<file path="config.mk">
export PLATFORM = sky130hd
export DESIGN_NAME = core_mem_host
export DESIGN_NICKNAME = d
export VERILOG_FILES = /design/src/rtl/core_mem_host.sv
export SDC_FILE = /design/constraint.sdc
export NUM_CORES = 1
export LEC_CHECK = 0
export ABC_AREA = 1
export CELL_PAD_IN_SITES_DETAIL_PLACEMENT = 1
export CELL_PAD_IN_SITES_GLOBAL_PLACEMENT = 1
export CORE_MARGIN = 3
export CORE_UTILIZATION = 41
export DETAILED_ROUTE_END_ITERATION = 6
export GPL_TIMING_DRIVEN = 0
export PLACE_DENSITY = 0.88
export SKIP_LAST_GASP = 1
export SYNTH_ARGS = -nofsm -noshare
export SYNTH_HDL_FRONTEND = slang
export SYNTH_SLANG_ARGS = --single-unit
</file>
<file path="constraint.sdc">
create_clock -name clk -period 2.4 [get_ports clk]
set_input_delay 0.48 -clock clk [delete_from_list [all_inputs] [get_ports clk]]
set_output_delay 0.48 -clock clk [all_outputs]
set_load 0.005 [all_outputs]
</file>
<file path="src/rtl/core_mem_host.sv">
// core_mem_host: register-file memory shared by the accumulator core and a host.
//
// The core reads instructions and operands combinationally and pushes
// accumulator values back while in RUN. Outside RUN the host owns the RAM: it
// can stream a full program in (LOAD) or stream the whole memory out (DUMP).
// The core is held in reset whenever the host owns memory.
//
// Ports:
//   clk, reset                  clock, synchronous active-high reset
//   core_reset                  registered reset to the core, low only in RUN
//   core_pc_addr/core_pc_data   instruction fetch port (async read)
//   core_op_addr/core_op_data   operand port (async read), also push address
//   core_write/core_wdata       push strobe and data from the core
//   load_req/dump_req/run_req   host commands, sampled in IDLE
//   halt_req                    host command, sampled in RUN
//   in_data/in_valid/in_ready   host load stream
//   out_data/out_valid/out_ready host dump stream
//   done                        one-cycle pulse after the last LOAD/DUMP word
//   busy                        high whenever not IDLE
module core_mem_host #(
  parameter int unsigned WORD_WIDTH = 8,
  parameter int unsigned DEPTH      = WORD_WIDTH,
  localparam int unsigned AW        = (DEPTH > 1) ? $clog2(DEPTH) : 1
) (
  input  logic                  clk,
  input  logic                  reset,
  output logic                  core_reset,
  input  logic [AW-1:0]         core_pc_addr,
  output logic [WORD_WIDTH-1:0] core_pc_data,
  input  logic [AW-1:0]         core_op_addr,
  output logic [WORD_WIDTH-1:0] core_op_data,
  input  logic                  core_write,
  input  logic [WORD_WIDTH-1:0] core_wdata,
  input  logic                  load_req,
  input  logic                  dump_req,
  input  logic                  run_req,
  input  logic                  halt_req,
  input  logic [WORD_WIDTH-1:0] in_data,
  input  logic                  in_valid,
  output logic                  in_ready,
  output logic [WORD_WIDTH-1:0] out_data,
  output logic                  out_valid,
  input  logic                  out_ready,
  output logic                  done,
  output logic                  busy
);

  localparam int unsigned AW1 = AW + 1;
  localparam logic [AW:0]   DepthW  = AW1'(DEPTH);
  localparam logic [AW-1:0] LastPtr = AW'(DEPTH - 1);

  typedef enum logic [1:0] {StIdle, StLoad, StDump, StRun} state_e;

  state_e                state_q, state_d;
  logic [AW-1:0]         ptr_q, ptr_d;
  logic                  done_q, done_d;
  logic                  core_reset_q;
  logic [WORD_WIDTH-1:0] mem_q [DEPTH];

  logic                  mem_we;
  logic [AW-1:0]         mem_waddr;
  logic [WORD_WIDTH-1:0] mem_wdata;
  logic                  pc_in_range, op_in_range;

  // Non-power-of-two depths leave holes in the address space: they read 0 and
  // swallow writes.
  assign pc_in_range = {1'b0, core_pc_addr} < DepthW;
  assign op_in_range = {1'b0, core_op_addr} < DepthW;

  assign core_pc_data = pc_in_range ? mem_q[core_pc_addr] : '0;
  assign core_op_data = op_in_range ? mem_q[core_op_addr] : '0;

  // ptr only moves on a handshake and nothing writes memory in DUMP, so
  // out_data is naturally stable while the host stalls.
  assign out_data   = out_valid ? mem_q[ptr_q] : '0;
  assign done       = done_q;
  assign busy       = (state_q != StIdle);
  assign core_reset = core_reset_q;

  always_comb begin
    state_d   = state_q;
    ptr_d     = ptr_q;
    done_d    = 1'b0;
    mem_we    = 1'b0;
    mem_waddr = ptr_q;
    mem_wdata = in_data;
    in_ready  = 1'b0;
    out_valid = 1'b0;
    unique case (state_q)
      StIdle: begin
        if (load_req) begin
          state_d = StLoad;
          ptr_d   = '0;
        end else if (dump_req) begin
          state_d = StDump;
          ptr_d   = '0;
        end else if (run_req) begin
          state_d = StRun;
        end
      end
      StLoad: begin
        in_ready = 1'b1;
        if (in_valid) begin
          mem_we = 1'b1;
          if (ptr_q == LastPtr) begin
            ptr_d   = '0;
            state_d = StIdle;
            done_d  = 1'b1;
          end else begin
            ptr_d = ptr_q + AW'(1);
          end
        end
      end
      StDump: begin
        out_valid = 1'b1;
        if (out_ready) begin
          if (ptr_q == LastPtr) begin
            ptr_d   = '0;
            state_d = StIdle;
            done_d  = 1'b1;
          end else begin
            ptr_d = ptr_q + AW'(1);
          end
        end
      end
      StRun: begin
        // A push coinciding with halt_req still lands.
        if (core_write && op_in_range) begin
          mem_we    = 1'b1;
          mem_waddr = core_op_addr;
          mem_wdata = core_wdata;
        end
        if (halt_req) state_d = StIdle;
      end
      default: state_d = StIdle;
    endcase
  end

  always_ff @(posedge clk) begin
    if (reset) begin
      state_q      <= StIdle;
      ptr_q        <= '0;
      done_q       <= 1'b0;
      core_reset_q <= 1'b1;
      for (int i = 0; i < int'(DEPTH); i++) mem_q[i] <= '0;
    end else begin
      state_q      <= state_d;
      ptr_q        <= ptr_d;
      done_q       <= done_d;
      core_reset_q <= (state_d != StRun);
      if (mem_we) mem_q[mem_waddr] <= mem_wdata;
    end
  end

endmodule

</file>
## After elaboration in Yosys (flattened, before gate mapping)

Memory sizes are Yosys's and may differ from the RTL's. A register that Yosys moved wholly into a read port is not among the register bits.
Index checks and enable logic that the tools add are counted.

- Multipliers: 0
- Shift-type cells: 0
- Reduce and logical (&&, ||, !) cells: 5
- Bitwise logic cells: 0
- Multiplexer cells: 38
- Equality and inequality tests: 8
- Magnitude comparators: 0
- $add $sub $neg: 1
- Div/mod/pow operators: 0

Operators with widths:

| kind | count |
|---|---|
| $mux W8 | 4 |
| $mux W3 | 10 |
| $mux W2 | 7 |
| $mux W1 | 13 |
| $pmux W3 S3 | 1 |
| $pmux W2 S4 | 1 |
| $reduce_or A8 Y1 | 1 |
| $ne A2 B2 Y1 const B | 3 |
| $eq A2 B2 Y1 const B | 2 |
| $pmux W1 S2 | 2 |
| $reduce_and A4 Y1 | 1 |
| $add A3 B1 Y3 const B | 1 |
| $eq A3 B3 Y1 const B | 1 |
| $ne A3 B3 Y1 const B | 1 |
| $reduce_bool A3 Y1 | 1 |
| $eq A2 B1 Y1 const B | 1 |
| $logic_not A2 Y1 | 1 |
| $reduce_bool A2 Y1 | 1 |

- Input bits: 31
- Memory bits (writable): 64
- Memory bits (read-only): 0
- Flip-flop bits (word level): 7
- Memories kept: 1
- Latch bits: 0
- Logic and storage cells: 57

Memories:

| memory | words | width | rd ports | clocked after Yosys merged registers in | wr ports | RTL line | text |
|---|---|---|---|---|---|---|---|
| mem_q | 8 | 8 | 3 | 1 | 8 | 58 | `logic [WORD_WIDTH-1:0] mem_q [DEPTH];` |

## Logic depth before layout (Yosys ltp)

Gate-level depths: netlist of the first run.

- Depth after elaboration: 7
- Mapped depth: 10

## Worst setup path after synthesis of the first run

No wires, ideal clock.

- Kind: register -> register
- Start: reg state_q[0]
- End: mem mem_q[1][0], enable pin
- Buffers on the path: 1
- Stages on the path, launching flop included: 10
- Data required time: 2.071 ns
- Data arrival time: 1.535 ns
- Clock period less this slack: 1.864 ns
- Library setup time: 0.329 ns
- Path slack: 0.536 ns
- Cell sequence: dfxtp_1 ha_1 nand2_4 buf_12 nand2_4 o21ai_4 inv_8 nor2_8 nand2_4 nand2_1

RTL lines:

| what | RTL line | text |
|---|---|---|
| start, declared | 54 | `state_e state_q, state_d;` |
| start signal, assigned | 141 | `state_q <= StIdle;` |
| start signal, assigned | 147 | `state_q <= state_d;` |
| end, declared | 58 |  |

## Worst setup path in the final report of the first run

- Start: in core_op_addr[1]
- End: out core_op_data[2]

- Word-level cells in the longest chain between the ends: 1

Ends and longest elaborated chain:

| what | RTL line | text |
|---|---|---|
| start, declared | 30 | `input logic [AW-1:0] core_op_addr,` |
| $mem_v2 Z8 W8 | -- |  |
| end, declared | 31 | `output logic [WORD_WIDTH-1:0] core_op_data,` |

No other way between the ends.

==> metrics.json, run 1 <==
{
  "synth": {
    "synth.cells.most_frequent": "141 x sky130_fd_sc_hd__nor2_1, 120 x sky130_fd_sc_hd__o21ai_0, 109 x sky130_fd_sc_hd__nand2_1",
    "yosysUniqueCellTypes": 26,
    "yosys_warnings": 0,
    "seq_area_frac_synth": 0.441,
    "synth_top_cell_area_share": 0.399,
    "postSynthRegisterBits": 74,
    "synth_cells": 631,
    "asyncSetResetFlopFracSynth": 0,
    "synth_top_area_cells": "sky130_fd_sc_hd__edfxtp_1 40%, sky130_fd_sc_hd__o21ai_0 12%, sky130_fd_sc_hd__nor2_1 11%",
    "postSynth.topFlopCell": "sky130_fd_sc_hd__edfxtp_1",
    "synth_area_sq_um": 4810,
    "synth_enable_flop_cells": 64,
    "synthesis.area_per_instance_sq_um": 7.63,
    "syn-num-nets": 668,
    "post-synth-top-area-cell": "sky130_fd_sc_hd__edfxtp_1",
    "synth.most_common_cell": "sky130_fd_sc_hd__nor2_1"
  },
  "layout": {
    "layout.core_utilization": 0.548,
    "ant_diodes": 0,
    "final-seq-area_sq_um": 2120,
    "post_route_cells_drive_above_1_share": 0.132,
    "finalNetCount": 742,
    "flow.area_growth_from_synthesis_pct": 27.3,
    "multi_input_area_sq_um": 2380,
    "fill_cells": 1352
  },
  "place": {
    "io_buffer_count": 57,
    "routabilityCongestion": 0.899,
    "post-dp-hpwl_um": 13800,
    "place_ws_ps": -887
  },
  "floorplan": {
    "design.core.area_sq_um": 11200,
    "initial_core_util": 0.431,
    "io_pins": 60,
    "rows": 38,
    "chipHeight_um": 114,
    "dieArea_sq_um": 13100,
    "die_x_um": 114
  },
  "global_route": {
    "pin_count_of_the_biggest_net_entering_global_routing": 13,
    "grtUsageTotal": 0.285,
    "grt_pass1_vias": 5131,
    "grt_remaining_overflow": 0,
    "antenna_found_initial": 0,
    "grt_first_pass_wirelength_um": 28300
  },
  "sta": {
    "rsz0062_at_grt": "true",
    "hold_viol_final": 0,
    "max_clock_freq_mhz": 422,
    "final_min_period_over_clock_period": 0.987,
    "timing.final.setup_violations": 0,
    "worst_hold_slack_ps": 558,
    "timing.clock.skew_ps": 5.63,
    "measured_slew_at_the_worst_slew_check_pin_ps": 1020,
    "timing.final.ws_setup_ps": 31.7,
    "slew-limit-headroom": 0.301,
    "timing_max_transition_violations_final": 0,
    "fin_crit_period_ps": 2370
  },
  "clocking": {
    "numCtsBuffers": 9,
    "cts_hold_repair.buffers": 0,
    "clock-root-buffer": "sky130_fd_sc_hd__clkbuf_16",
    "clkSinkCount": 74,
    "htree_num_levels": 3,
    "clk_pin_slew_worst_paths_ps": 60,
    "clock_insertion_delay_worst_skew_ps": 330,
    "tritoncts": "yes",
    "cts_buffer_depth": 2
  },
  "critical_path": {
    "cp.arrival_ps": 1890,
    "crit_chain": "clkbuf_4, buf_8, a21oi_1, o21ai_0, o21ai_1, nand2_1, nand2_1, clkdlybuf4s50_1",
    "critPathMaxStageDelay_ps": 490,
    "worstSetupPathType": "in2out",
    "required_time_reported_for_the_critical_path_endpoint_ps": 1920,
    "cp-end-kind": "primary output",
    "critPathSlowestCell": "sky130_fd_sc_hd__clkdlybuf4s50_1",
    "start_kind": "input port",
    "worstPathMaxFanout": 10,
    "worst_path_most_repeated_cell": "sky130_fd_sc_hd__nand2_1"
  },
  "route": {
    "detail_route.iter0.violations": 511,
    "vias": 4979,
    "remaining_drc_errors": 0,
    "wire_per_inst_um": 21.7,
    "drt_first_pass_iters": 5,
    "avgViaCountPerCell": 5.86,
    "total_wire_length_after_detailed_routing_um": 18400,
    "final_antenna_net_count": 0
  },
  "run": {
    "max_capacitance_violation_count": 0
  },
  "status": {
    "status": "finished clean"
  },
  "pwr": {
    "irDropWorstVdd_uv": 476,
    "power_leakage_nw": 2.76,
    "power_per_cell_area_nw_per_um2": 668
  },
  "min_path": {
    "worst_hold_path_type": "reg2reg"
  }
}
[flip-flops by register name, summed over array words and instances, names as in the netlist, named ones only]
name	cells
mem_q	64
core_reset	1
state_q	2
done	1
ptr_q	3
[metrics by stage]
| step | instances | power (mW) | setup TNS, ps | instance area (sq um) |
|---|---|---|---|---|
| CTS | 849 | 4.05 | -2.14 | 6060 |
| finish | 850 | 4.09 | 0 | 6130 |
| detailed placement | 828 | 2.69 | -20660 | 5560 |
| global placement | 828 | 2.63 | -13260 | 5560 |
| global route | 850 | 4.28 | -64.7 | 6130 |
| floorplan | 631 | 2.25 | 0 | 4810 |
[critical path, delay by kind of cell]
family / cells / cell delay, ps
buf+inv: 3 / 840
compound gates: 3 / 340
simple gates: 2 / 220
[path summary, 6_finish.rpt]
path | start | end | slack [ps] | cells past startpoint
max reg2reg | state_q[0]$_SDFF_PP0_ | mem_q[6][4]$_SDFFCE_PN0P_ | 150 | 5
min | ptr_q[0]$_SDFFE_PP0N_ | ptr_q[0]$_SDFFE_PP0N_ | 560 | 2
min reg2reg | ptr_q[0]$_SDFFE_PP0N_ | ptr_q[0]$_SDFFE_PP0N_ | 560 | 2
max | core_op_addr[1] | core_op_data[2] | 30 | 8
[layout by cell type, fill, tap and decap left out, types with 10 or more instances in the layout]
cell,netlist,routed
sky130_fd_sc_hd__clkbuf_8,0,12
sky130_fd_sc_hd__edfxtp_1,64,64
sky130_fd_sc_hd__inv_1,40,37
sky130_fd_sc_hd__nor2_1,141,137
sky130_fd_sc_hd__dlygate4sd2_1,0,16
sky130_fd_sc_hd__clkdlybuf4s50_1,0,31
sky130_fd_sc_hd__nand3_1,11,11
sky130_fd_sc_hd__nand2_1,109,109
sky130_fd_sc_hd__o21ai_1,5,32
sky130_fd_sc_hd__a21oi_1,50,46
sky130_fd_sc_hd__o21ai_0,120,93
sky130_fd_sc_hd__nand2_4,11,11
sky130_fd_sc_hd__clkbuf_16,0,11
sky130_fd_sc_hd__dfxtp_1,10,10
[logic make-up after synthesis]
logic type      Yosys count  share of synthesized area
fa+ha+maj                 6                     0.0156
compound gates          187                      0.205
simple gates            278                      0.251
mux                       8                     0.0166
buf+inv                  78                     0.0715
flops                    74                      0.441
[power by group]
part / total, mW / internal [mW] / leakage, nW / switching (mW)
logic: 1.22 / 0.456 / 1.86 / 0.762
registers: 1.56 / 1.48 / 0.744 / 0.0812
clock network: 1.31 / 0.813 / 0.149 / 0.502
total: 4.09 / 2.75 / 2.76 / 1.35
[repair_timing]
item                       CTS  global route
resized for setup          122            26
buffers inserted             4             0
pin swaps                    6             1
cloned                       2             1
setup endpoints to repair   24            10
[area by class of cell]
class	instances	share of cell area
repair buffers	64	0.102
plain buffers	34	0.0557
multi-input cells	479	0.388
clock inverters	4	0.00368
inverters	43	0.0304
clock buffers	12	0.0453
flip-flops and latches	74	0.346
well taps	140	0.0286
[metal layers]
metal  vias up  part of all wire  GRT usage  wire, um
met2       274              0.47      0.474      8650
met5         -                 0          0         0
met3        49             0.082     0.0455      1500
met4         0             0.038      0.122       709
li1       2259                 -          -         -
met1      2397              0.41      0.367      7550
No activity file was read; power rests on OpenSTA's default activity.
==> run 2: changes to the inputs <==
==> constraint.sdc (replaced) <==
create_clock -name clk -period 2.5 [get_ports clk]
set_input_delay 0.5 -clock clk [delete_from_list [all_inputs] [get_ports clk]]
set_output_delay 0.5 -clock clk [all_outputs]
set_load 0.005 [all_outputs]
==> run 2 against run 1 <==
  * Global-route usage down 0.38 points
  * Total power down 4.4%
  * Cell count is 0.47% lower
  * Sequential power shrank 3%
  * Core utilization decreased by 0.46 points
  * Critical path type unchanged
  * Largest power group unchanged
==> metrics.json, run 2 (synthesis results as in run 1) <==
{
  "global_route": {
    "grtUsageTotal": {"value": 0.281, "change": "-0.00380"},
    "grt_first_pass_wirelength": {"value": 28000, "unit": "um", "change": "-1.1%"},
    "pin_count_of_the_biggest_net_entering_global_routing": {"value": 13, "change": "unchanged"},
    "grt_remaining_overflow": {"value": 0, "change": "unchanged"},
    "grt_pass1_vias": {"value": 5078, "change": "-1.0%"},
    "antenna_found_initial": {"value": 0, "change": "unchanged"}
  },
  "layout": {
    "top_register": "mem_q",
    "layout_common_cells": "138 x sky130_fd_sc_hd__nor2_1, 109 x sky130_fd_sc_hd__nand2_1, 95 x sky130_fd_sc_hd__o21ai_0, 64 x sky130_fd_sc_hd__edfxtp_1, 43 x sky130_fd_sc_hd__a21oi_1",
    "fill_cells": {"value": 1364, "change": "+0.89%"},
    "ant_diodes": {"value": 0, "change": "unchanged"},
    "layout.cells.most_common": "sky130_fd_sc_hd__nor2_1",
    "flow.area_growth_from_synthesis_pct": 26.3,
    "post_route_cells_drive_above_1_share": {"value": 0.129, "change": "-0.00350"},
    "finalNetCount": {"value": 738, "change": "-0.54%"},
    "largest_registers": "mem_q (64), ptr_q (3), state_q (2)",
    "flip_flop_count_of_the_largest_register_all_copies_and_words_added": {"value": 64, "change": "unchanged"}
  },
  "pwr": {
    "irDropWorstVdd": {"value": 453, "unit": "uV", "change": "-5.0%"},
    "power_per_cell_area": {"value": 644, "unit": "nW/um^2", "change": "-3.6%"},
    "share_seq_of_total_power": {"value": 0.385, "change": "+0.004"},
    "intPower": {"value": 2.64, "unit": "mW", "change": "-4.0%"},
    "fin_total_pwr": {"value": 3.91, "unit": "mW", "change": "-4.4%"},
    "power_leakage": {"value": 2.69, "unit": "nW", "change": "-2.5%"},
    "switchingPower": {"value": 1.28, "unit": "mW", "change": "-5.0%"},
    "sw_frac_of_total": {"value": 0.327, "change": "-0.00223"},
    "power_frac_comb": {"value": 0.294, "change": "-0.004"},
    "power.share.clock": {"value": 0.321, "change": "about the same"}
  },
  "floorplan": {
    "die_x": {"value": 114, "unit": "um", "change": "unchanged"},
    "chipHeight": {"value": 114, "unit": "um", "change": "unchanged"},
    "dieArea": {"value": 13100, "unit": "sq um", "change": "unchanged"},
    "io_pins": {"value": 60, "change": "unchanged"},
    "initial_core_util": {"value": 0.431, "change": "unchanged"},
    "rows": {"value": 38, "change": "unchanged"},
    "design.core.area": {"value": 11200, "unit": "sq um", "change": "unchanged"}
  },
  "clocking": {
    "clock_insertion_delay_worst_skew": {"value": 330, "unit": "ps", "change": "about the same"},
    "clkSinkCount": {"value": 74, "change": "unchanged"},
    "cts_hold_repair.buffers": {"value": 0, "change": "unchanged"},
    "tritoncts": "yes",
    "htree_num_levels": {"value": 3, "change": "unchanged"},
    "clk_pin_slew_worst_paths": {"value": 60, "unit": "ps", "change": "about the same"},
    "numCtsBuffers": {"value": 9, "change": "unchanged"},
    "clock-root-buffer": "sky130_fd_sc_hd__clkbuf_16",
    "cts_buffer_depth": {"value": 2, "change": "unchanged"}
  },
  "run": {
    "max_capacitance_violation_count": {"value": 0, "change": "unchanged"}
  },
  "route": {
    "total_wire_length_after_detailed_routing": {"value": 18100, "unit": "um", "change": "-1.8%"},
    "avgViaCountPerCell": {"value": 5.82, "change": "-0.72%"},
    "final_antenna_net_count": {"value": 0, "change": "unchanged"},
    "vias": {"value": 4920, "change": "-1.2%"},
    "drt_first_pass_iters": {"value": 5, "change": "unchanged"},
    "remaining_drc_errors": {"value": 0, "change": "unchanged"},
    "wire_per_inst": {"value": 21.4, "unit": "um", "change": "-1.4%"},
    "detail_route.iter0.violations": {"value": 489, "change": "-4.3%"}
  },
  "sta": {
    "fin_crit_period_ps": 2470,
    "worst_hold_slack": {"value": 556, "unit": "ps", "change": "-2.12 ps"},
    "hold_viol_final": {"value": 0, "change": "unchanged"},
    "final_min_period_over_clock_period": 0.987,
    "max_clock_freq_mhz": 405,
    "rsz0062_at_grt": "true",
    "timing_max_transition_violations_final": {"value": 0, "change": "unchanged"},
    "measured_slew_at_the_worst_slew_check_pin": {"value": 1020, "unit": "ps", "change": "-1.89 ps"},
    "summed_negative_setup_slack_over_all_endpoints": {"value": 0, "unit": "ps", "change": "unchanged"},
    "timing.clock.skew": {"value": 5.47, "unit": "ps", "change": "-0.162 ps"},
    "timing.final.setup_violations": {"value": 0, "change": "unchanged"},
    "timing.final.ws_setup": {"value": 32.2, "unit": "ps", "change": "+0.495 ps"},
    "slew-limit-headroom": {"value": 0.302, "change": "+0.00130"}
  },
  "critical_path": {
    "cp.arrival": {"value": 1970, "unit": "ps", "change": "+80 ps"},
    "required_time_reported_for_the_critical_path_endpoint": {"value": 2000, "unit": "ps", "change": "+80 ps"},
    "cp-end-kind": "primary output",
    "worstPathMaxFanout": {"value": 10, "change": "unchanged"},
    "start_kind": "input port",
    "r2r-start": "state_q[0]$_SDFF_PP0_",
    "ff2ff_path_depth": {"value": 5, "change": "unchanged"},
    "worst_case_register_to_register_setup_slack": {"value": 220, "unit": "ps", "change": "+70 ps"},
    "r2r-end": "mem_q[6][2]$_SDFFCE_PN0P_",
    "worstSetupEndpoint": "core_pc_data[2]",
    "crit_start": "core_pc_addr[1]",
    "worstSetupPathType": "in2out"
  },
  "min_path": {
    "worst_hold_path_type": "reg2reg"
  },
  "place": {
    "place_ws": {"value": -827, "unit": "ps", "change": "+60.0 ps"},
    "routabilityCongestion": {"value": 0.899, "change": "unchanged"},
    "io_buffer_count": {"value": 57, "change": "unchanged"},
    "post-dp-hpwl": {"value": 13800, "unit": "um", "change": "unchanged"}
  },
  "status": {
    "status": "finished clean"
  }
}
## run 2: cell type report
| class | instances | area (sq um) | area share |
|---|---|---|---|
| clock buffer | 12 | 278 | 0.0457 |
| timing repair buffer | 61 | 591 | 0.0972 |
| tap | 140 | 175 | 0.0288 |
| clock inverter | 4 | 22.5 | 0.00371 |
| buffer | 33 | 323 | 0.0531 |
| multi-input combinational | 479 | 2380 | 0.392 |
| sequential | 74 | 2120 | 0.349 |
| inverter | 43 | 184 | 0.0303 |
## run 2: power groups by stage
stage / logic, mW / registers (mW) / clock network, mW
after CTS: 1.12 / 1.49 / 1.26
after global routing: 1.25 / 1.51 / 1.33
after global placement: 1.02 / 1.50 / 0
after floorplan: 0.683 / 1.47 / 0
final: 1.15 / 1.51 / 1.26
after detailed placement: 1.07 / 1.51 / 0
## run 2: worst min path at each step
stage | from | endpoint | slack (ps) | depth (start not counted)
after global placement | ptr_q[1]$_SDFFE_PP0N_ | ptr_q[1]$_SDFFE_PP0N_ | 520 | 2
final | ptr_q[1]$_SDFFE_PP0N_ | flip-flop | 560 | 2
after detailed placement | ptr_q[0]$_SDFFE_PP0N_ | ptr_q[0]$_SDFFE_PP0N_ | 540 | 2
after floorplan | ptr_q[1]$_SDFFE_PP0N_ | flip-flop | 490 | 2
after global routing | ptr_q[0]$_SDFFE_PP0N_ | ptr_q[0]$_SDFFE_PP0N_ | 600 | 2
after CTS | ptr_q[0]$_SDFFE_PP0N_ | ptr_q[0]$_SDFFE_PP0N_ | 550 | 2
## run 2: through the flow
stage | cells | utilization | cell area (sq um)
after floorplan | 631 | - | 4810
after global placement | 828 | 0.497 | 5560
after detailed placement | 828 | 0.497 | 5560
after CTS | 847 | 0.540 | 6030
after global routing | 846 | 0.544 | 6080
final | 846 | 0.544 | 6080
## run 2: worst max-delay path: stages
cell,delay [ps]
sky130_fd_sc_hd__clkdlybuf4s15_2,250
sky130_fd_sc_hd__buf_8,170
sky130_fd_sc_hd__a21oi_1,120
sky130_fd_sc_hd__o21ai_1,100
sky130_fd_sc_hd__o21ai_1,170
sky130_fd_sc_hd__nand2_1,90
sky130_fd_sc_hd__nand2_1,70
sky130_fd_sc_hd__clkdlybuf4s50_1,490
## run 2: metal layers
layer	part of all wire	wire, um	GRT usage
met3	0.080	1450	0.0550
met4	0.033	590	0.113
met5	0	0	0
met1	0.41	7500	0.359
met2	0.47	8540	0.468
## run 2: timing repair
item	CTS	global route
setup buffers	3	0
resized for setup	98	36
hold endpoints to repair	0	0
cloned	1	0
pin swaps	5	4
endpoints found under the setup margin	24	14
